<file path="src/rtl/p5_defs.sv">
// Shared definitions for the P5 pipeline front end: memory map, fetch FSM
// states and the IF/ID pipeline record.
package p5_defs;

  localparam logic [31:0] RESET_PC = 32'h0000_3000;
  localparam logic [31:0] IM_BASE  = 32'h0000_3000;
  localparam int unsigned IM_WORDS = 4096;
  // Highest word address that still holds an instruction.
  localparam logic [31:0] IM_LAST  = IM_BASE + (IM_WORDS * 32'd4) - 32'd4;
  localparam logic [31:0] NOP      = 32'h0000_0000;

  typedef enum logic {
    FETCH = 1'b0,
    HOLD  = 1'b1
  } fetch_state_e;

  typedef struct packed {
    logic [31:0] ins;
    logic [31:0] pc;
    logic [31:0] pc4;
    logic        valid;
    logic        exc;
  } ifid_t;

  // A PC is illegal when misaligned or outside the instruction memory window.
  function automatic logic pc_illegal(input logic [31:0] pc);
    return (pc[1:0] != 2'b00) || (pc < IM_BASE) || (pc > IM_LAST);
  endfunction

endpackage

</file>
<file path="src/rtl/if_id_reg.sv">
// IF/ID pipeline register: load takes priority over bubble, otherwise hold.
module if_id_reg
  import p5_defs::*;
(
  input  logic  clk,
  input  logic  reset,
  input  logic  load,
  input  logic  bubble,
  input  ifid_t din,
  output ifid_t dout
);

  ifid_t r_d, r_q;

  // Select between new record, bubble and hold.
  always_comb begin
    r_d = r_q;
    if (load) begin
      r_d = din;
    end else if (bubble) begin
      r_d = '0;
    end
  end

  // Register with asynchronous clear to an empty slot.
  always_ff @(posedge clk or posedge reset) begin
    if (reset) begin
      r_q <= '0;
    end else begin
      r_q <= r_d;
    end
  end

  assign dout = r_q;

endmodule

</file>
<file path="src/rtl/fetch_stage.sv">
// IF stage: program counter, single-outstanding instruction fetch, hold
// buffer for stalled responses, and the IF/ID register.
module fetch_stage
  import p5_defs::*;
(
  input  logic        clk,
  input  logic        reset,
  input  logic [31:0] next_pc,
  input  logic        stall,
  output logic        imem_req,
  output logic [31:0] imem_addr,
  input  logic        imem_rvalid,
  input  logic [31:0] imem_rdata,
  output logic [31:0] f_pc,
  output logic [31:0] f_pc4,
  output logic [31:0] d_ins,
  output logic [31:0] d_pc,
  output logic [31:0] d_pc4,
  output logic        d_valid,
  output logic        d_exc_adel
);

  fetch_state_e state_q, state_d;
  logic [31:0]  pc_q, pc_d;
  ifid_t        hold_q, hold_d;
  ifid_t        fetched, ifid_din, ifid_q;
  logic         bad_pc, avail, ifid_load, ifid_bubble;

  assign bad_pc    = pc_illegal(pc_q);
  assign f_pc      = pc_q;
  assign f_pc4     = pc_q + 32'd4;
  assign imem_req  = (state_q == FETCH) && !bad_pc;
  assign imem_addr = pc_q;

  // An illegal PC produces a flagged NOP instead of a memory access.
  assign fetched = '{ins:   bad_pc ? NOP : imem_rdata,
                     pc:    pc_q,
                     pc4:   f_pc4,
                     valid: 1'b1,
                     exc:   bad_pc};

  // Next-state, PC advance and IF/ID control; stall always wins over advance.
  always_comb begin
    state_d     = state_q;
    pc_d        = pc_q;
    hold_d      = hold_q;
    ifid_din    = fetched;
    ifid_load   = 1'b0;
    ifid_bubble = 1'b0;
    avail       = 1'b0;
    case (state_q)
      FETCH: begin
        // A response while no request is pending (bad_pc) is dropped: the
        // synthetic NOP is used regardless of imem_rdata.
        avail = bad_pc || imem_rvalid;
        if (avail) begin
          if (!stall) begin
            ifid_load = 1'b1;
            pc_d      = next_pc;
          end else begin
            hold_d  = fetched;
            state_d = HOLD;
          end
        end else if (!stall) begin
          ifid_bubble = 1'b1;
        end
      end
      HOLD: begin
        // Memory is idle here; any stray response is ignored.
        if (!stall) begin
          ifid_din  = hold_q;
          ifid_load = 1'b1;
          pc_d      = next_pc;
          state_d   = FETCH;
        end
      end
      default: state_d = FETCH;
    endcase
  end

  // Control state: FSM and PC, cleared asynchronously.
  always_ff @(posedge clk or posedge reset) begin
    if (reset) begin
      state_q <= FETCH;
      pc_q    <= RESET_PC;
    end else begin
      state_q <= state_d;
      pc_q    <= pc_d;
    end
  end

  // Hold buffer is only read after being written in FETCH, so it needs no reset.
  always_ff @(posedge clk) begin
    hold_q <= hold_d;
  end

  if_id_reg u_if_id (
    .clk    (clk),
    .reset  (reset),
    .load   (ifid_load),
    .bubble (ifid_bubble),
    .din    (ifid_din),
    .dout   (ifid_q)
  );

  assign d_ins      = ifid_q.ins;
  assign d_pc       = ifid_q.pc;
  assign d_pc4      = ifid_q.pc4;
  assign d_valid    = ifid_q.valid;
  assign d_exc_adel = ifid_q.exc;

endmodule

</file>
<file path="config.mk">
export PLATFORM = sky130hd
export DESIGN_NAME = fetch_stage
export DESIGN_NICKNAME = d
export VERILOG_FILES = /design/src/rtl/p5_defs.sv /design/src/rtl/if_id_reg.sv /design/src/rtl/fetch_stage.sv
export SDC_FILE = /design/constraint.sdc
export NUM_CORES = 1
export LEC_CHECK = 0
export CAP_MARGIN = 25
export CORE_ASPECT_RATIO = 2
export CORE_UTILIZATION = 40
export CTS_CLUSTER_DIAMETER = 50
export DETAILED_ROUTE_END_ITERATION = 10
export PLACE_DENSITY = 0.67
export SLEW_MARGIN = 10
export SYNTH_ARGS = -nofsm -noshare
export SYNTH_HDL_FRONTEND = slang
export SYNTH_SLANG_ARGS = --single-unit
</file>
<file path="constraint.sdc">
create_clock -name clk -period 13.9 [get_ports clk]
set_input_delay 2.78 -clock clk [delete_from_list [all_inputs] [get_ports clk]]
set_output_delay 2.78 -clock clk [all_outputs]
set_load 0.01 [all_outputs]
</file>
; ---- Word-level counts from Yosys, hierarchy flattened
; Cells that the tools add are included.
[totals]
in_bits = 68
word_cells = 41
register_bits = 229
output_inout_bits = 195
[op_classes]
n_reduce_logical = 8
eq_ne = 1
bitwise = 1
add_sub_neg = 1
n_lt_le_gt_ge = 2
muxes = 16
[ops]
columns = op, n
row1 = 2-to-1 mux 98 bit, 4
row2 = 2-to-1 mux 32 bit, 3
row3 = case mux 32 bit (2 select lines), 1
row4 = "adder 32 x 3 -> 32 bit, second input constant", 1
row5 = "greater-than comparator 32 x 15 -> 1 bit, second input constant", 1
row6 = "less-than comparator 32 x 14 -> 1 bit, second input constant", 1
row7 = 2-to-1 mux 1 bit, 6
row8 = case mux 1 bit (2 select lines), 2
row9 = nonzero test 2 bit, 2
row10 = logical OR 1 bit, 3
row11 = "!= test 2 x 1 -> 1 bit, second input constant", 1
row12 = AND reduction 2 bit, 1
row13 = logical AND 1 bit, 1
row14 = logical NOT 1 bit, 1
row15 = inverter 1 bit, 1

; ---- Longest topological paths before layout
[logic_depth]
ltp_word = 8
ltp_mapped = 7
mapped_depth_nobuf = 6

; ---- Cells and area by module
; From an unflattened synthesis, not the netlist that was laid out.
[hier_totals]
hier_cells = 1160
hier_area_um2 = 11701.2
[modules_own_cells]
columns = mod, cells_per_inst, area_each_um2, seq_area_each_um2, instances
row1 = fetch_stage, 836, 7903.8, 3771.1, 1
row2 = if_id_reg, 324, 3797.4, 2452.4, 1

; ---- Worst setup path before layout
; OpenSTA, ideal clock, no wires.
[synth_timing]
kind = input port to flip-flop
startpoint = in imem_rvalid
endpoint = reg u_if_id.r_q, in the netlist u_if_id.dout[21]
required_time_ps = 13817
stages = 4
slack_ps = 9256
setup_ps = 83
t_arrival_ps = 4561
n_path_buf = 1
path_cell_list = o41a_2 nand2b_4 clkbuf_2 o21ai_0
[synth_via]
elab_chain_cells = 4
elab_cells_between_ends = 7
cone_classes = mux: 5 / reduce/logical: 2
[synth_rtl]
columns = element, line
row1 = start: declaration, fetch_stage.sv:12  ; input logic imem_rvalid,
row2 = logical OR 1 bit (*), fetch_stage.sv:55  ; avail = bad_pc || imem_rvalid;
row3 = 2-to-1 mux 1 bit, fetch_stage.sv:56  ; if (avail) begin
row4 = case mux 1 bit (2 select lines) / 2-to-1 mux 1 bit (equally long branches), fetch_stage.sv:51  ; case (state_q)
row5 = 2-to-1 mux 98 bit / nonzero test 2 bit (equally long branches), n/a
row6 = end signal: assignment, if_id_reg.sv:30  ; r_q <= r_d;
row7 = end: declaration, if_id_reg.sv:13  ; ifid_t r_d, r_q;
; Mark *: on every way between the ends. The rest lies on a longest branch, timed or not.
; A chain may end at the register's enable or synchronous reset.

; ---- Worst setup path in the final report
[layout_timing]
startpoint = reg pc_q[15], in the netlist f_pc[15]
endpoint = out f_pc4[30]
[layout_via]
elab_chain_cells = 1
[layout_rtl]
columns = element, line
row1 = start: declaration, fetch_stage.sv:24  ; logic [31:0] pc_q, pc_d;
row2 = start signal: assignment, fetch_stage.sv:88  ; pc_q <= pc_d;
row3 = adder 32 x 3 -> 32 bit, fetch_stage.sv:31  ; assign f_pc4 = pc_q + 32'd4;
row4 = end: declaration, fetch_stage.sv:15  ; output logic [31:0] f_pc4,
; Every way passes these cells.

==> results.md <==
* Layout Nets at 1200
* Placed cells at about 1500
* All-Layer GR Usage at 0.209
* Largest stage delay on the critical path at approximately 0.63 ns
* Worst reg-to-reg setup slack at 10.52 ns
* Clock transition at path regs at 0.06 ns
* Fin cells at 1491
* Syn. warnings at 0
* Num CTS Buffers at 22
* Max cap viols at 0
* Critical Path RT at approximately 11 ns
* Hold buffers post-CTS at 0
* Initial Utilization at 0.409
* CTS sink cnt at between 200 and 250
* Worst Clk Skew at 0.0250 ns
* Final slew viol count at 0
* Syn_area_per_cell at 11.5 sq um
* WP depth at 6
* Hold crit path type: reg2reg
* Critical path type: reg2out
* Asr flop ratio synth at 0.572
* Sequential Area at 0.00623 sq mm
* Pint at between 0.001 and 0.0015 W
* Die X at around 120 um
* Post-DP HPWL at a little under 20 mm
* WL final at 29.2 mm
* Worst skew pair latency at roughly 0.53 ns
* Area growth syn-to-layout at 29.8%
* Mapped Area at between 0.01 and 0.015 sq mm
* Synth Register Bits at approximately 230
* Startpoint Class: register
* CP max-delay cell: or4_4
* Setup crit end kind: output port
* Final Cycle Share at 0.421
* Number of remaining DRC errors at 0
* Total power at between 0.0015 and 0.002 W
* Worst Path Arrival at between 3 and 4 ns
* Top FF cell, synth: dfrtp_1
* Placed cell areas at roughly 0.013 sq mm
* Initial antenna violation count at 1
* Multi-input logic area at 0.00374 sq mm
* Crit path buffers/inverters at 2
* Worst-margin pin slew at around 0.94 ns
* Switching Power at approximately 0.00047 W
* Hold Vio Cnt, Final at 0
* WL per Instance at a little under 20 um
* Library cells used by synthesis at 54
* Worst Setup EP: f_pc4[30]
* Most common cell in the synthesized netlist: dfrtp_1
* Delay-heaviest family, CP: simple AND/OR/NAND/NOR gates
* Post-synth top cells: 129 x dfrtp_1, 98 x edfxtp_1, 92 x o21ai_0
* Filler Cell Count at roughly 2400
* Hold WS at between 0.4 and 0.5 ns
* Via count at 7829
* Number of synthesized flops with an enable pin at 98
* Relative slew slack at 0.372
* Share of cells above drive strength 1 at 0.102
* Register share of total power at 0.477
* Combinational share of power at 0.181
* Gate Count Post-Synth at 942
* Final-report setup violation count at 0
* Biggest area consumer among synthesized cells: dfrtp_1
* Setup TNS at 0 ns
* Ranking of synthesized cells by area: dfrtp_1 30%, edfxtp_1 27%, mux2_2 5.4%
* Die H at 235 um
* Status: finished clean
* DR iter-0 viols at 613
* Largest net degree at the start of global routing at between 100 and 150
* Share of the synthesized area in the top cell type at 0.298
* Vias in the first global route at between 7000 and 8000
* CP Launch Point: f_pc[15]$_DFFE_PP0P_
* Register area share after synthesis at 0.574
* Root Buffer: clkbuf_16
* Gr ovfl total at 0
* IO Count at about 260
* Max Buffers Root-to-Sink at 3
* R2R depth at 6
* Final min period at roughly 6 ns
* Total core area at approximately 0.026 sq mm
* Mapped Nets at around 1000
* Post-CTS sizing at 0
* Unrepaired setup endpoints after global routing: false
* Via density at around 5.3
* Die area at between 0.02 and 0.03 sq mm
* Fmax at ~170 MHz
* Rows at 84
* Worst VDD drop at 0.0815 mV
* Pwr Density at 125 mW/mm^2
* CTS H-tree depth at 1
* Crit-path max FO at 9
* Worst path cell trace: nand2_1, or4_4, nor4_4, xnor2_1, inv_1, clkdlybuf4s50_1
* R2R Path Start: f_pc[13]$_DFFE_PP1P_
* GPL Wtd Cong at between 0.8 and 0.9
* Port Buf Inserts at approximately 260
* Hold depth at 2
* Sw Share at 0.267
* P_leak at 5.84 nW
* Antenna Violating Nets Remaining at 0
* Worst r2r dst: u_if_id.dout[22]$_DFFE_PP0P_
* Post-CTS setup buffers at 0
* CTS tree: built
* Clock share of power at 0.342
* TritonRoute pass-1 iters at 5
* Design Area, Final at 0.0141 sq mm
* First-pass GRT wire length at 45.4 mm
## power groups by stage
stage / Combinational, W / Sequential [W] / Clock [W]
3_3_place_gp: 0.000317 / 0.000846 / 0
5_1_grt: 0.000340 / 0.000845 / 0.000637
3_5_place_dp: 0.000320 / 0.000849 / 0
2_1_floorplan: 0.000149 / 0.000843 / 0
4_1_cts: 0.000322 / 0.000836 / 0.000615
6_report: 0.000317 / 0.000836 / 0.000599
## per-layer routing
metal  vias to the layer above  global-route usage  part of all wire
met5                         -                   0                 0
met4                         0              0.0952             0.041
met3                        47              0.0240             0.040
met2                       239               0.369              0.53
met1                      3835               0.253              0.39
li1                       3708                   -                 -
## worst register-to-register path, stage by stage (launching register included)
cell and delay (ns):
dfstp_2 0.67, a21boi_0 0.15, o211ai_1 0.53, o41a_4 0.57, buf_4 0.85, nand2b_4 0.28, o21ai_0 0.23
## cell type report
class | instances | share of cell area
clock buffers | 30 | 0.0420
diodes | 1 | 0.000178
clock inverters | 9 | 0.00783
flip-flops and latches | 229 | 0.443
inverters | 69 | 0.0188
repair buffers | 270 | 0.191
well taps | 344 | 0.0306
multi-input cells | 539 | 0.266
## how the worst min path moves through the flow
stage                                       from                      endpoint  slack (ns)
global route        u_if_id.dout[44]$_DFFE_PP0P_  u_if_id.dout[44]$_DFFE_PP0P_        0.50
finish               u_if_id.dout[2]$_DFFE_PP0P_   u_if_id.dout[2]$_DFFE_PP0P_        0.48
floorplan                   hold_q[21]$_DFFE_PP_  u_if_id.dout[21]$_DFFE_PP0P_        0.47
global placement    u_if_id.dout[62]$_DFFE_PP0P_  u_if_id.dout[62]$_DFFE_PP0P_        0.46
detailed placement  u_if_id.dout[44]$_DFFE_PP0P_  u_if_id.dout[44]$_DFFE_PP0P_        0.47
CTS                 u_if_id.dout[44]$_DFFE_PP0P_  u_if_id.dout[44]$_DFFE_PP0P_        0.49
## sequential cells by signal, indices dropped and copies added (netlist names)
register	flops
u_if_id.dout	98
hold_q	98
state_q	1
f_pc	32
## logic make-up (layout without fill, tap and decap cells)
group / Yosys count / count (layout) / synth area share
xor+xnor: 27 / 27 / 0.0218
flops: 229 / 229 / 0.574
compound gates: 245 / 245 / 0.146
fa+ha+maj: 1 / 1 / 0.00115
other cells: 0 / 1 / 0
mux: 85 / 85 / 0.0845
simple gates: 181 / 181 / 0.0893
buf+inv: 174 / 378 / 0.0826
## layout by cell type, fill, tap and decap left out, types with 2 or more instances in the layout
cell	count
clkbuf_1	7
nand3_1	45
mux2i_1	33
clkdlybuf4s50_1	261
a21boi_0	2
edfxtp_1	98
a22oi_1	15
a21o_1	33
nor4_1	8
nor2b_1	2
bufinv_16	2
clkinv_2	2
mux2_2	52
a221oi_1	4
nand2_1	58
xor2_1	9
and3_2	2
inv_1	68
xnor2_1	18
nor2_1	30
or2_2	2
or3_1	2
buf_4	8
o21ai_1	7
a22o_1	52
a21oi_1	34
nor4_4	3
nor3_1	8
o31ai_1	2
clkinv_1	2
o21ai_0	92
nor4_2	4
nand4_1	3
dfstp_2	2
dfrtp_1	128
clkbuf_16	22
## through the flow
stage,utilization,setup WS [ns]
after CTS,0.531,8.04
final,0.531,8.05
after detailed placement,0.504,8.60
after global routing,0.531,7.85
after global placement,0.504,8.62
after floorplan,-,7.63
Note: power is estimated with default switching activity, not from simulation.
